**src/rtl/id_checker_multi_if.sv**
```systemverilog
// ID beat stream and per-ID result bundle for id_checker_multi.
// master drives ID beats (stimulus side); slave is the checker.
interface id_checker_multi_if #(
   parameter int CNT_W = 8
);
   logic             in_valid;
   logic             in_mode;
   logic [6:0]       in_id;
   logic             out_valid;
   logic             out_legal_id;
   logic             out_err;
   logic [CNT_W-1:0] legal_cnt;

   modport master (
      output in_valid, in_mode, in_id,
      input  out_valid, out_legal_id, out_err, legal_cnt
   );

   modport slave (
      input  in_valid, in_mode, in_id,
      output out_valid, out_legal_id, out_err, legal_cnt
   );
endinterface

```
**src/rtl/id_checker_multi.sv**
```systemverilog
// Multi-beat decimal ID checker: weighted mod-10 or Luhn check digit, a
// mod-10 running sum updated per beat, a 1-cycle result pulse and a saturating legal count.
module id_checker_multi #(
   parameter int N_GROUPS = 5,
   parameter int CNT_W    = 8
) (
   input logic               clk,
   input logic               rst_n,
   id_checker_multi_if.slave bus
);
   typedef enum logic {IDLE, ACC} state_t;

   localparam logic [2:0] LAST = 3'(N_GROUPS - 1);
   localparam logic [4:0] TOPW = 5'(2 * N_GROUPS - 1);

   state_t           state_q, state_d;
   logic [2:0]       cnt_q, cnt_d;
   logic [3:0]       sum_q, sum_d;
   logic             mode_q, mode_d;
   logic             err_q, err_d;
   logic             valid_q, valid_d;
   logic             legal_q, legal_d;
   logic             oerr_q, oerr_d;
   logic [CNT_W-1:0] lcnt_q, lcnt_d;

   logic       is_last, mode_eff, range_err, bad;
   logic [2:0] beat;
   logic [3:0] t, u, sum_nx, chk;
   logic [4:0] wt, wu, t2;
   logic [8:0] tterm, uterm, acc;

   // Beat datapath: weights follow from the beat index; the last beat's units digit is the check digit.
   always_comb begin
      beat      = (state_q == IDLE) ? 3'd0 : cnt_q;
      is_last   = (beat == LAST);
      mode_eff  = (state_q == IDLE) ? bus.in_mode : mode_q;
      range_err = (bus.in_id > 7'd99);
      t         = 4'(bus.in_id / 7'd10);
      u         = 4'(bus.in_id % 7'd10);
      t2        = {t, 1'b0};
      wt        = (beat == 3'd0 || is_last) ? 5'd1 : TOPW - 5'({beat, 1'b0});
      wu        = TOPW - 5'd1 - 5'({beat, 1'b0});
      if (mode_eff) begin
         tterm = (t2 > 5'd9) ? 9'(t2 - 5'd9) : 9'(t2);
         uterm = 9'(u);
      end else begin
         tterm = 9'(t) * 9'(wt);
         uterm = 9'(u) * 9'(wu);
      end
      if (is_last) uterm = '0;
      acc    = 9'(sum_q) + tterm + uterm;
      sum_nx = 4'(acc % 9'd10);
      chk    = 4'((5'd10 - 5'(sum_nx)) % 5'd10);
      bad    = err_q | range_err;
   end

   always_comb begin
      state_d = state_q;
      cnt_d   = cnt_q;
      sum_d   = sum_q;
      mode_d  = mode_q;
      err_d   = err_q;
      valid_d = 1'b0;
      legal_d = 1'b0;
      oerr_d  = 1'b0;
      lcnt_d  = lcnt_q;
      unique case (state_q)
         IDLE: begin
            if (bus.in_valid) begin
               mode_d  = bus.in_mode;
               err_d   = range_err;
               sum_d   = sum_nx;
               cnt_d   = 3'd1;
               state_d = ACC;
            end
         end
         ACC: begin
            if (!bus.in_valid || is_last) begin
               valid_d = 1'b1;
               oerr_d  = !bus.in_valid || bad;
               legal_d = bus.in_valid && !bad && (u == chk);
               if (legal_d && lcnt_q != '1) lcnt_d = lcnt_q + 1'b1;
               state_d = IDLE;
               cnt_d   = '0;
               sum_d   = '0;
               err_d   = 1'b0;
            end else begin
               cnt_d = cnt_q + 3'd1;
               sum_d = sum_nx;
               err_d = bad;
            end
         end
         default: state_d = IDLE;
      endcase
   end

   always_ff @(posedge clk) begin
      if (!rst_n) begin
         state_q <= IDLE;
         cnt_q   <= '0;
         sum_q   <= '0;
         mode_q  <= 1'b0;
         err_q   <= 1'b0;
         valid_q <= 1'b0;
         legal_q <= 1'b0;
         oerr_q  <= 1'b0;
         lcnt_q  <= '0;
      end else begin
         state_q <= state_d;
         cnt_q   <= cnt_d;
         sum_q   <= sum_d;
         mode_q  <= mode_d;
         err_q   <= err_d;
         valid_q <= valid_d;
         legal_q <= legal_d;
         oerr_q  <= oerr_d;
         lcnt_q  <= lcnt_d;
      end
   end

   assign bus.out_valid    = valid_q;
   assign bus.out_legal_id = legal_q;
   assign bus.out_err      = oerr_q;
   assign bus.legal_cnt    = lcnt_q;
endmodule

```
**src/flat_wrapper.sv**
```systemverilog
// flat-port wrapper written by rule: the top's interface ports become plain ports
module id_checker_multi_flat 
#(
   parameter int N_GROUPS = 5,
   parameter int CNT_W    = 8
)
  (clk, rst_n, bus_in_valid, bus_in_mode, bus_in_id, bus_out_valid, bus_out_legal_id, bus_out_err, bus_legal_cnt);
  id_checker_multi_if #(.CNT_W(CNT_W)) bus_i ();
  input logic clk;
  input logic rst_n;
  input wire logic [$bits(bus_i.in_valid)-1:0] bus_in_valid;
  input wire logic [$bits(bus_i.in_mode)-1:0] bus_in_mode;
  input wire logic [$bits(bus_i.in_id)-1:0] bus_in_id;
  output wire logic [$bits(bus_i.out_valid)-1:0] bus_out_valid;
  output wire logic [$bits(bus_i.out_legal_id)-1:0] bus_out_legal_id;
  output wire logic [$bits(bus_i.out_err)-1:0] bus_out_err;
  output wire logic [$bits(bus_i.legal_cnt)-1:0] bus_legal_cnt;
  assign bus_i.in_valid = bus_in_valid;
  assign bus_i.in_mode = bus_in_mode;
  assign bus_i.in_id = bus_in_id;
  assign bus_out_valid = bus_i.out_valid;
  assign bus_out_legal_id = bus_i.out_legal_id;
  assign bus_out_err = bus_i.out_err;
  assign bus_legal_cnt = bus_i.legal_cnt;
  id_checker_multi #(.N_GROUPS(N_GROUPS), .CNT_W(CNT_W)) u_core (.clk(clk), .rst_n(rst_n), .bus(bus_i));
endmodule
```
**config.mk**
```make
export PLATFORM = sky130hd
export DESIGN_NAME = id_checker_multi_flat
export DESIGN_NICKNAME = d
export VERILOG_FILES = /design/src/rtl/id_checker_multi_if.sv /design/src/rtl/id_checker_multi.sv /design/src/flat_wrapper.sv
export SDC_FILE = /design/constraint.sdc
export NUM_CORES = 1
export LEC_CHECK = 0
export ABC_AREA = 1
export BUFFER_PORTS_ARGS = -buffer_cell sky130_fd_sc_hd__buf_2
export CORE_MARGIN = 4
export CORE_UTILIZATION = 65
export DETAILED_ROUTE_END_ITERATION = 8
export GPL_TIMING_DRIVEN = 0
export PLACE_DENSITY = 0.84
export SYNTH_ARGS = -nofsm -noshare
export SYNTH_HDL_FRONTEND = slang
export SYNTH_SLANG_ARGS = --single-unit
```
**constraint.sdc**
```tcl
create_clock -name clk -period 17 [get_ports clk]
set_input_delay 1.7 -clock clk [delete_from_list [all_inputs] [get_ports clk]]
set_output_delay 1.7 -clock clk [all_outputs]
set_load 0.1 [all_outputs]
```
==> flow_metrics.py <==
metrics = {
    "run_status": {
        "status": "finished clean",
    },
    "route": {
        "totalWireLength_um": 8260,
        "via_per_inst": 5.45,
        "topRoutingLayerUsed": "met4",
        "drc_errors": 0,
        "wl_met1_um": 3730,
        "detail-route-antenna-nets": 0,
        "routedWlPerCell_um": 12.0,
        "first_pass_iters": 5,
        "drtIter0Drc": 139,
        "wl_met3_um": 297,
        "dr_wl_met2_um": 4040,
        "vias": 3742,
    },
    "finish": {
        "layout-drive-gt1-share_pct": 16.3,
        "n_antenna_cell": 0,
        "final_cell_mix": "nand2_1 (124), inv_1 (107), nor2_1 (51)",
        "final_common_cell": "nand2_1",
        "nets": 687,
        "syn_to_final_growth_pct": 6.30,
        "largest_reg_flops": 8,
    },
    "worst_setup_path": {
        "crit_family": "simple AND/OR/NAND/NOR gates",
        "critPathRequiredTime_ps": 17160,
        "cp-start-kind": "primary input",
        "worstSetupEndpointType": "flip-flop",
        "cp_slowest_cell": "fa_1",
        "cp_max_fo": 10,
        "worst-setup-path-type": "in -> reg",
        "worst_path_largest_cell_delay_ps": 580,
        "crit_buf_inv": 12,
        "crit_arrival_ps": 12400,
    },
    "logic_synthesis": {
        "synth.area.mux_share_pct": 0,
        "synth_seq_area_share_pct": 11.0,
        "synth_fp_nets": 661,
        "synth_edf_count": 0,
        "avgSynthCellArea_um2": 6.48,
        "ys.flop_type": "dfxtp_1",
        "syn-cell-area_um2": 3820,
        "synth_seq_cells": 21,
        "ys_types": 43,
        "yosys.area_share.xor_xnor_pct": 4.36,
        "synth_compound_area_share_pct": 9.64,
        "synth_fa_ha_area_share_pct": 23.0,
        "ys_warn_count": 0,
        "synth_top_family_by_area": "simple AND/OR/NAND/NOR gates",
        "ys_async_sr_fraction_pct": 0,
        "synth_simple_gate_area_share_pct": 40.1,
        "synthCells": 589,
    },
    "cts": {
        "clock_latency_ps": 270,
        "cts.reportedPaths.clkPinSlew_ps": 80,
        "cts_buffer_depth": 2,
        "cts-root-buf": "clkbuf_8",
        "htree_levels": 1,
        "cts_made_buffers": 3,
        "cts_sinks": 21,
        "post-cts-setup-buffers": 0,
        "cts-resized-gates": 0,
        "tritoncts": "yes",
        "postCtsHoldBufs": 0,
    },
    "placement": {
        "numPortBuffers": 21,
        "hpwl_um": 7040,
        "gp_congestion": 0.860,
    },
    "global_routing": {
        "grt_pass1_vias": 3565,
        "grt-ovfl-total": 0,
        "antenna_found_initial": 0,
        "grt_max_degree": 12,
        "grtUsageTotal_pct": 23.6,
        "grt_pass1_wl_um": 14600,
    },
    "floorplanning": {
        "start_util_pct": 68.0,
        "placementRows": 27,
        "ios": 22,
        "core_um2": 5610,
        "dieArea_um2": 7160,
        "die_w_um": 84.6,
        "die-height_um": 84.6,
    },
    "timing": {
        "fin_tns_setup_ps": 0,
        "slew_headroom_pct": 36.4,
        "slew_violations": 0,
        "hold_violations": 0,
        "finalClockSkew_ps": 5.39,
        "maxClockFrequency_mhz": 81.7,
        "fin_crit_sh_pct": 72.0,
        "rsz0062_at_grt": "no",
        "worstMarginPinSlew_ps": 944,
        "finalSetupViolCount": 0,
        "layout_min_cycle_time_ps": 12240,
    },
    "job": {
        "max_cap_viol_count": 0,
    },
    "hold_path": {
        "holdCritPathClass": "reg -> reg",
    },
}
worst register-to-register path: cells and delay by family (launching register included):
| family | cells | cell delay, ps |
|---|---|---|
| and+or+nand+nor | 31 | 3800 |
| adders and majority gates | 9 | 3060 |
| AOI/OAI and AO/OA | 5 | 1160 |
| buffers and inverters | 10 | 890 |
| xor gates and xnor gates | 2 | 410 |
| DFF | 1 | 390 |
cell type report:
type                    instances  area, um^2
fillers                       485        1550
clock buffers                   4        45.0
multi-input cells             448        2940
inverters                     119         449
flip-flops and latches         21         420
plain buffers                   1        5.00
well taps                      72        90.1
repair buffers                 21         105
Yosys cell counts, types with 2 or more instances:
cell,n,area (um^2)
a21oi_1,29,145
clkinv_1,2,7.51
dfxtp_1,21,420
fa_1,15,300
ha_1,46,576
inv_1,107,402
inv_2,9,33.8
nand2_1,124,465
nand2_2,31,194
nand2_4,9,101
nand3_1,47,235
nand3_2,11,110
nand3b_1,3,22.5
nand4_1,8,50.1
nand4_2,2,25.0
nor2_1,51,191
nor2_2,2,12.5
nor2_4,2,22.5
nor3_1,4,20.0
nor4_1,3,18.8
o21ai_0,11,55.1
o21ai_1,5,25.0
o21ai_2,2,17.5
o21bai_1,2,15.0
o22ai_1,5,31.3
o311ai_0,2,17.5
or2_2,3,18.8
xnor2_1,2,17.5
xor2_1,17,149
stage by stage:
stage	cell area [um^2]	cells	utilization (%)	hold WS, ps	setup slack [ps]
floorplan	3820	589	-	440	6130
global placement	4010	682	71.5	450	5000
detailed placement	4010	682	71.5	456	4580
CTS	4060	686	72.3	467	4800
global route	4060	686	72.3	504	3730
finish	4060	686	72.3	468	4760
worst paths after layout:
path	start	end	slack [ps]	cells past startpoint
hold reg to reg	u_core.mode_q	u_core.mode_q	470	2
setup reg to reg	u_core.state_q	u_core.bus.legal_cnt[2]	7230	57
hold / removal	u_core.mode_q	u_core.mode_q	470	2
setup / recovery	bus_in_id[5]	u_core.bus.legal_cnt[2]	4760	70
per-layer routing:
layer | vias up | GRT usage [%]
met5 | - | 0
met4 | 0 | 7.63
met3 | 20 | 1.47
met2 | 91 | 41.6
met1 | 1707 | 30.5
li1 | 1924 | -
cell families (layout without fill, tap and decap cells):
logic type | after synthesis | count (layout)
flip-flops | 21 | 21
adder cells (fa/ha/maj) | 61 | 61
XOR/XNOR | 19 | 19
AND/OR/NAND/NOR | 304 | 304
buffers and inverters | 120 | 145
AO/OA/AOI/OAI | 64 | 64
Power is not shown: default switching activity piles up to over one toggle a cycle in this logic, so the estimate is an artifact.
